## src/rtl/iir_ff_pkg.sv

```systemverilog
// Shared definitions for the IIR filter stages: FSM encoding, width helper and the
// packed-coefficient layout (coefficient k lives at [COEFF_WIDTH*k +: COEFF_WIDTH]).
package iir_ff_pkg;

  typedef enum logic [1:0] {
    StIdle = 2'd0,
    StMac  = 2'd1,
    StOut  = 2'd2
  } iir_state_e;

  function automatic int unsigned clog2(input int unsigned value);
    int unsigned res;
    res = 0;
    while ((32'd1 << res) < value) begin
      res++;
    end
    return res;
  endfunction

  function automatic int unsigned coeff_base(input int unsigned k, input int unsigned width);
    return k * width;
  endfunction

endpackage

```

## src/rtl/iir_round_sat.sv

```systemverilog
// Rounds a fixed-point accumulator (half toward +inf), drops FRAC fraction bits and
// saturates the result to a signed PRECISION-bit word, flagging any clamp.
module iir_round_sat #(
  parameter int unsigned ACC_WIDTH = 42,
  parameter int unsigned PRECISION = 24,
  parameter int unsigned FRAC      = 14
) (
  input  logic signed [ACC_WIDTH-1:0] acc_i,
  output logic signed [PRECISION-1:0] y_o,
  output logic                        ovf_o
);

  // One guard bit so adding the rounding constant can never wrap.
  localparam int unsigned SW = ACC_WIDTH + 1;
  localparam logic signed [SW-1:0] HalfV = SW'(1) << (FRAC - 1);
  localparam logic signed [SW-1:0] MaxV  = {{(SW - PRECISION + 1){1'b0}}, {(PRECISION - 1){1'b1}}};
  localparam logic signed [SW-1:0] MinV  = {{(SW - PRECISION + 1){1'b1}}, {(PRECISION - 1){1'b0}}};

  logic signed [SW-1:0] rnd;
  logic signed [SW-1:0] shr;

  always_comb begin
    rnd   = $signed({acc_i[ACC_WIDTH-1], acc_i}) + HalfV;
    shr   = rnd >>> FRAC;
    y_o   = shr[PRECISION-1:0];
    ovf_o = 1'b0;
    if (shr > MaxV) begin
      y_o   = MaxV[PRECISION-1:0];
      ovf_o = 1'b1;
    end else if (shr < MinV) begin
      y_o   = MinV[PRECISION-1:0];
      ovf_o = 1'b1;
    end
  end

endmodule

```

## src/rtl/iir_ff.sv

```systemverilog
// Feedforward (b-coefficient) IIR stage: y[n] = sum b_k * x[n-k], evaluated one tap per
// cycle on a single multiplier-accumulator, with a valid/ready sample handshake.
module iir_ff
  import iir_ff_pkg::*;
#(
  parameter int unsigned N           = 2,
  parameter int unsigned PRECISION   = 24,
  parameter int unsigned COEFF_WIDTH = 16,
  parameter int unsigned COEFF_FRAC  = 14
) (
  input  logic                           clk,
  input  logic                           rst_n,
  input  logic                           x_valid,
  input  logic signed [PRECISION-1:0]    x,
  input  logic [COEFF_WIDTH*(N+1)-1:0]   packed_b_coeffs,
  output logic                           ready,
  output logic                           y_valid,
  output logic signed [PRECISION-1:0]    y,
  output logic                           overflow
);

  localparam int unsigned ACC_WIDTH = PRECISION + COEFF_WIDTH + clog2(N + 1);
  localparam int unsigned PW        = PRECISION + COEFF_WIDTH;
  localparam int unsigned TapW      = (clog2(N + 1) > 0) ? clog2(N + 1) : 1;

  iir_state_e                        state_q, state_d;
  logic signed [PRECISION-1:0]       x_d_q [N+1];
  logic signed [PRECISION-1:0]       x_d_d [N+1];
  logic [COEFF_WIDTH*(N+1)-1:0]      b_q, b_d;
  logic signed [ACC_WIDTH-1:0]       acc_q, acc_d;
  logic [TapW-1:0]                   tap_q, tap_d;
  logic signed [PRECISION-1:0]       y_q, y_d;
  logic                              ovf_q, ovf_d;
  logic                              y_valid_q, y_valid_d;

  logic signed [PRECISION-1:0]       x_sel;
  logic signed [COEFF_WIDTH-1:0]     b_sel;
  logic signed [PW-1:0]              x_ext, b_ext, prod;
  logic signed [PRECISION-1:0]       rs_y;
  logic                              rs_ovf;

  iir_round_sat #(
    .ACC_WIDTH (ACC_WIDTH),
    .PRECISION (PRECISION),
    .FRAC      (COEFF_FRAC)
  ) u_round_sat (
    .acc_i (acc_q),
    .y_o   (rs_y),
    .ovf_o (rs_ovf)
  );

  always_comb begin
    x_sel = x_d_q[tap_q];
    b_sel = b_q[coeff_base(32'(tap_q), COEFF_WIDTH) +: COEFF_WIDTH];
    x_ext = PW'(x_sel);
    b_ext = PW'(b_sel);
    prod  = x_ext * b_ext;
  end

  always_comb begin
    state_d   = state_q;
    x_d_d     = x_d_q;
    b_d       = b_q;
    acc_d     = acc_q;
    tap_d     = tap_q;
    y_d       = y_q;
    ovf_d     = ovf_q;
    y_valid_d = 1'b0;
    unique case (state_q)
      StIdle: begin
        if (x_valid) begin
          for (int k = N; k >= 1; k--) begin
            x_d_d[k] = x_d_q[k-1];
          end
          x_d_d[0] = x;
          b_d      = packed_b_coeffs;
          acc_d    = '0;
          tap_d    = '0;
          state_d  = StMac;
        end
      end
      StMac: begin
        acc_d = acc_q + ACC_WIDTH'(prod);
        tap_d = tap_q + 1'b1;
        if (tap_q == TapW'(N)) begin
          state_d = StOut;
        end
      end
      StOut: begin
        y_d       = rs_y;
        ovf_d     = rs_ovf;
        y_valid_d = 1'b1;
        state_d   = StIdle;
      end
      default: state_d = StIdle;
    endcase
  end

  always_ff @(posedge clk or negedge rst_n) begin
    if (!rst_n) begin
      state_q   <= StIdle;
      for (int k = 0; k <= N; k++) begin
        x_d_q[k] <= '0;
      end
      b_q       <= '0;
      acc_q     <= '0;
      tap_q     <= '0;
      y_q       <= '0;
      ovf_q     <= 1'b0;
      y_valid_q <= 1'b0;
    end else begin
      state_q   <= state_d;
      x_d_q     <= x_d_d;
      b_q       <= b_d;
      acc_q     <= acc_d;
      tap_q     <= tap_d;
      y_q       <= y_d;
      ovf_q     <= ovf_d;
      y_valid_q <= y_valid_d;
    end
  end

  assign ready    = (state_q == StIdle);
  assign y_valid  = y_valid_q;
  assign y        = y_q;
  assign overflow = ovf_q;

endmodule

```

## config.mk

```make
export PLATFORM = sky130hd
export DESIGN_NAME = iir_ff
export DESIGN_NICKNAME = d
export VERILOG_FILES = /design/src/rtl/iir_ff_pkg.sv /design/src/rtl/iir_round_sat.sv /design/src/rtl/iir_ff.sv
export SDC_FILE = /design/constraint.sdc
export NUM_CORES = 1
export LEC_CHECK = 0
export ABC_AREA = 1
export CAP_MARGIN = 20
export CORE_MARGIN = 5
export CORE_UTILIZATION = 55
export CTS_BUF_LIST = sky130_fd_sc_hd__clkbuf_4 sky130_fd_sc_hd__clkbuf_8 sky130_fd_sc_hd__clkbuf_16
export DETAILED_ROUTE_END_ITERATION = 7
export PLACE_DENSITY = 0.73
export SETUP_SLACK_MARGIN = 0.3
export SYNTH_ARGS = -nofsm -noshare
export SYNTH_HDL_FRONTEND = slang
export SYNTH_SLANG_ARGS = --single-unit
export TNS_END_PERCENT = 5
```

## constraint.sdc

```tcl
create_clock -name clk -period 8.8 [get_ports clk]
set_input_delay 1.76 -clock clk [delete_from_list [all_inputs] [get_ports clk]]
set_output_delay 1.76 -clock clk [all_outputs]
set_load 0.1 [all_outputs]
```

# Word-level counts from Yosys, hierarchy flattened

Cells that the tools add are included.
W data, S select, Z words.

Register bits after elaboration: 192
Latch bits: 0
Memory bits (writable): 0
Bits in read-only memories: 0
Input bits: 75
Output and inout bits: 27
Word-level logic and storage cells: 44
Memories: 0

Add/sub/neg operators: 3
$mul: 1
Div/mod/pow operators: 0
$lt $le $gt $ge: 3
Equality and inequality tests: 5
Shifts and indexed selects: 1
Multiplexer cells: 15
Bitwise logic cells: 1
Reductions and logical operators: 5

Operators by type and width:

| operator                 | number |
|---|---|
| $mux W24                 | 4 |
| $pmux W42 S2             | 1 |
| $bmux W24 S2             | 1 |
| $shiftx A48 B7 Y16       | 1 |
| $add A42 B15 Y43 const B | 1 |
| $add A42 B40 Y42         | 1 |
| $mux W42                 | 1 |
| $mul A24 B16 Y40         | 1 |
| $gt A29 B24 Y1 const B   | 1 |
| $lt A29 B24 Y1 const B   | 1 |
| $pmux W2 S2              | 2 |
| $mux W2                  | 3 |
| $reduce_and A2 Y1        | 3 |
| $eq A2 B2 Y1 const B     | 2 |
| $ne A2 B2 Y1 const B     | 2 |
| $ge A3 B3 Y1 const B     | 1 |
| $mux W1                  | 3 |
| $not A2 Y3               | 1 |
| $add A2 B1 Y2 const B    | 1 |
| $eq A2 B1 Y1 const B     | 1 |
| $logic_not A2 Y1         | 1 |
| $reduce_bool A2 Y1       | 1 |

# Logic depth before layout (Yosys ltp)

Depth after elaboration: 7
Gate-level depth with buffers: 36
Mapped depth without buffers: 33

# Cells and area by module

Synthesis repeated with hierarchy kept, for this count alone.

Cells, all modules: 3306
Area, all modules: 25662.1 µm²

Modules (own cells, without submodules):

| module        | times used | cells an instance | area each (µm²) | sequential area each (µm²) |
|---|---|---|---|---|
| iir_ff        | 1          | 3106              | 24686.2         | 4804.6 |
| iir_round_sat | 1          | 200               | 975.9           | 0.0 |

# Least setup slack after synthesis

OpenSTA, ideal clock, no wires.

Path kind: reg-to-reg
From: register tap_q[0]
To: register acc_q[40]
Library setup time: 118 ps
Arrival time: 6226 ps
Required time: 8682 ps
Slack: 2456 ps
Stages on the path, launching flop included: 30
Buffers on the path: 4
Clock period less this slack: 6344 ps
Path through: dfrtp_1 -> clkbuf_2 -> nor2_1 -> buf_4 -> buf_4 -> nand2_1 -> o21ai_1 -> buf_2 -> nand2_1 -> fa_1 -> inv_1 -> fa_1 -> inv_1 -> fa_1 -> inv_1 -> fa_1 -> inv_1 -> fa_1 -> fa_1 -> inv_1 -> ha_1 -> inv_1 -> nor3_1 -> nand2_1 -> nor2_1 -> nand3_1 -> nand3_1 -> nand2_1 -> nand3_1 -> nand2_1

Longest elaborated chain between the ends: 7
Elaborated cells between the ends (all ways): 8
Those cells by class: add/sub (1); mul (1); shift (1); mux (4); bitwise (1)

Ends and longest elaborated chain:

| element                                                    | line          | RTL |
|---|---|---|
| start: declaration                                         | iir_ff.sv:31  | `logic [TapW-1:0] tap_q, tap_d;` |
| start signal: assignment                                   | iir_ff.sv:116 | `tap_q <= tap_d;` |
| branches (longest 4 deep; another with $shiftx A48 B7 Y16) | n/a           |  |
| $mul A24 B16 Y40 *                                         | iir_ff.sv:57  | `prod = x_ext * b_ext;` |
| $add A42 B40 Y42 *                                         | iir_ff.sv:83  | `acc_d = acc_q + ACC_WIDTH'(prod);` |
| $pmux W42 S2 *                                             | iir_ff.sv:69  | `unique case (state_q)` |
| end signal: assignment                                     | iir_ff.sv:106 | `acc_q <= '0;` |
| end signal: assignment                                     | iir_ff.sv:115 | `acc_q <= acc_d;` |
| end: declaration                                           | iir_ff.sv:30  | `logic signed [ACC_WIDTH-1:0] acc_q, acc_d;` |

Every way passes the cells marked *. The select of a mux whose other input is x is not followed.
A chain may end at the register's enable or synchronous reset.

# Worst setup path after layout

From: register tap_q[0]
To: register acc_q[41]

Same word-level chain as after synthesis.

==> metrics.md <==
| Metric | Value |
|---|---|
| WP data required | `9.15 ns` |
| Final-stage net count | `3,948` |
| Largest fanout on the critical path | `43` |
| Height of the chip | `225 microns` |
| Gr ovfl total | `0` |
| Worst-case clock buffer depth | `2` |
| Initial standard-cell utilization of the core | `55.8%` |
| Root cell of the clock tree | `sky130_fd_sc_hd__clkbuf_16` |
| Clock transition at path regs | `0.08 ns` |
| Class of the worst hold path | `reg -> reg` |
| Minimum clock period | `7.87 ns` |
| Mean routed wirelength per cell | `17.4 microns` |
| Hold violation count in the final report | `0` |
| Proportion of netlist area held by the largest area contributor | `33.5%` |
| Data arrival time of the critical path | `8.23 ns` |
| Aggregate global-route resource usage | `28.6%` |
| Remaining antenna violation count | `0` |
| Transition time at the pin with the least slew margin | `1.19 ns` |
| Layout area overhead | `9.16%` |
| Path depth of the worst reg2reg path | `27` |
| Wire length of the first global-routing pass | `116 mm` |
| Dominant synthesized flop cell | `sky130_fd_sc_hd__dfrtp_1` |
| Last weighted congestion value of the routability-driven placer | `0.962` |
| Delay contributed by the slowest stage of the critical path | `0.83 ns` |
| Maximum number of pins on one net before global-route repair | `88` |
| Antenna violations before repair | `0` |
| Later-pin clock latency in the skew report | `0.48 ns` |
| Unrepaired setup endpoints after global routing | `false` |
| End of the worst register-to-register path | `acc_q[41]$_DFFE_PN0P_` |
| Detailed Route Iter0 Violations | `1,457` |
| Number of distinct library cells after synthesis | `42` |
| Count of maximum capacitance violations | `0` |
| Avg Vias per Cell | `5.27` |
| Drt pass-1 iters | `6` |
| Setup tns final | `0 ns` |
| Post-CTS setup buffers | `0` |
| Overall die area | `0.0505 sq mm` |
| Worst hold path cell count | `2` |
| Cell types with the largest area share after synthesis | `sky130_fd_sc_hd__fa_1 (34%), sky130_fd_sc_hd__dfrtp_1 (19%), sky130_fd_sc_hd__nand2_1 (16%)` |
| Netlist area before placement | `0.0254 sq mm` |
| CTS HTree Levels | `4` |
| Number of antenna cells inserted | `0` |
| Mux contribution to synthesized area | `0%` |
| Reg2reg start | `tap_q[0]$_DFFE_PN0P_` |
| Post-synthesis sequential element count | `192` |
| Clock Sink Count | `192` |
| Sequential element share of the synthesized area | `18.9%` |
| Final setup fails | `0` |
| Hold endpoint | `b_q[11]$_DFFE_PN0P_` |
| Run status | `complete, no violations` |
| Rel. slew slack | `20.6%` |
| Kind of capture point of the worst setup path | `flop` |
| Die X-Extent | `225 microns` |
| Share of cells above drive strength 1 | `4.97%` |
| Placement Rows | `78` |
| Synthesized area per cell | `7.76 sq um` |
| Most common library cells after synthesis | `sky130_fd_sc_hd__nand2_1 (1,075), sky130_fd_sc_hd__inv_1 (744), sky130_fd_sc_hd__fa_1 (425)` |
| Dominant combinational cell family by area after synthesis | `adder cells` |
| Most frequent cell after synthesis | `sky130_fd_sc_hd__nand2_1` |
| Core area | `0.0455 sq mm` |
| TritonCTS clock tree | `done` |
| Startpoint Class | `flop` |
| Cell at the slowest stage of the critical path | `sky130_fd_sc_hd__fa_1` |
| Routed via count | `20,800` |
| Ratio of final minimum period to clock period | `89.5%` |
| Detailed placement HPWL | `55.4 mm` |
| EDFF count, synth | `0` |
| Residual DRC | `0` |
| Critical path class | `reg -> reg` |
| Highest clock rate | `0.127 GHz` |
| Ys Warns | `0` |
| Complex-gate fraction of the synthesized area | `5.48%` |
| Syn_nets | `3,890` |
| Max-slew violation total from the final report | `0` |
| Hold-fix buffers, CTS | `0` |
| Resized cells post-CTS | `0` |
| Worst min-delay path startpoint | `b_q[11]$_DFFE_PN0P_` |
| Setup slack, reg-to-reg | `0.93 ns` |
| Cell class contributing the biggest share of worst-path delay | `adder cells` |
| Post-Synth XOR/XNOR Area | `1.28%` |
| Post-synthesis async set-or-reset flop share | `100%` |
| Library cell occupying the most area in the post-synthesis netlist | `sky130_fd_sc_hd__fa_1` |
| Area share of fa/ha/maj cells after synthesis | `39.4%` |
| Total Routed Length | `68.5 mm` |
| Port-buffer cells | `101` |
| Post-synthesis instance total | `3,270` |
| Synthesized-area fraction occupied by and/or/nand/nor cells | `21.5%` |
| Via count of the first global-routing pass | `22,500` |
| Number of ports placed on the die boundary | `102` |
| Total CTS buffers | `17` |
| Clock Skews | `0.0230 ns` |
| Worst path bufs/invs | `7` |
## cell type report
cell class,instances,area [sq um]
clock buffers,20,448
clock inverters,12,169
fillers,4107,17800
inverters,748,2810
multi-input cells,2213,17300
flip-flops and latches,192,4800
well taps,600,751
repair buffers,156,1450
## state kept, by name, summed over array words and instances, names as in the netlist
name / count
state_q: 2
overflow: 1
tap_q: 2
y: 24
acc_q: 42
b_q: 48
y_valid: 1
x_d_q: 72
## cells by family after synthesis
| logic type | after synthesis |
|---|---|
| buffers and inverters | 865 |
| AND/OR/NAND/NOR | 1367 |
| flip-flops | 192 |
| XOR/XNOR | 37 |
| AO/OA/AOI/OAI | 264 |
| adder cells (fa/ha/maj) | 545 |
## how the worst max path moves through the flow
stage / start / endpoint / slack, ns / depth (start not counted)
finish: tap_q[0]$_DFFE_PN0P_ / acc_q[41]$_DFFE_PN0P_ / 0.93 / 27
global route: tap_q[0]$_DFFE_PN0P_ / acc_q[40]$_DFFE_PN0P_ / 0.36 / 27
CTS: tap_q[0]$_DFFE_PN0P_ / acc_q[40]$_DFFE_PN0P_ / 0.84 / 27
detailed placement: tap_q[0]$_DFFE_PN0P_ / acc_q[41]$_DFFE_PN0P_ / 0.93 / 28
global placement: tap_q[0]$_DFFE_PN0P_ / acc_q[40]$_DFFE_PN0P_ / 1.0 / 27
floorplan: tap_q[0]$_DFFE_PN0P_ / acc_q[40]$_DFFE_PN0P_ / 2.46 / 29
## cells in the final DEF (no fill, tap or decap), types with 50 or more instances in the layout
master | netlist | layout
sky130_fd_sc_hd__dfrtp_1 | 192 | 192
sky130_fd_sc_hd__nand2_1 | 1075 | 1074
sky130_fd_sc_hd__a21oi_1 | 59 | 59
sky130_fd_sc_hd__ha_1 | 120 | 120
sky130_fd_sc_hd__o21ai_0 | 146 | 146
sky130_fd_sc_hd__clkdlybuf4s50_1 | 0 | 100
sky130_fd_sc_hd__inv_1 | 744 | 743
sky130_fd_sc_hd__nor2_1 | 159 | 156
sky130_fd_sc_hd__buf_4 | 3 | 50
sky130_fd_sc_hd__fa_1 | 425 | 425
sky130_fd_sc_hd__nand3_1 | 56 | 56
## metal layers
metal  vias to the layer above  GRT usage, %  part of all wire [%]
li1                       9612             -                     -
met1                     10300          38.0                    42
met2                       693          48.7                    50
met3                       172          3.81                   5.6
met4                         0          9.68                   3.2
met5                         -             0                     0
## worst register-to-register path: cells and delay by family (launching register included)
family | cells | cell delay, ns
fa+ha+maj | 7 | 3.96
simple gates | 13 | 2.10
buf+inv | 7 | 1.29
flops | 1 | 0.40
## stage by stage
| step | utilization [%] | area (sq um) | cells | hold WS (ns) | setup WS (ns) |
|---|---|---|---|---|---|
| detailed placement | 59.5 | 27100 | 3907 | 0.462 | 0.929 |
| floorplan | - | 25400 | 3270 | 0.441 | 2.46 |
| finish | 60.9 | 27700 | 3941 | 0.480 | 0.926 |
| global placement | 59.4 | 27000 | 3903 | 0.461 | 0.998 |
| global route | 60.9 | 27700 | 3941 | 0.493 | 0.360 |
| CTS | 60.9 | 27700 | 3939 | 0.482 | 0.843 |
Power is not shown: default switching activity piles up to over one toggle a cycle in this logic, so the estimate is an artifact.
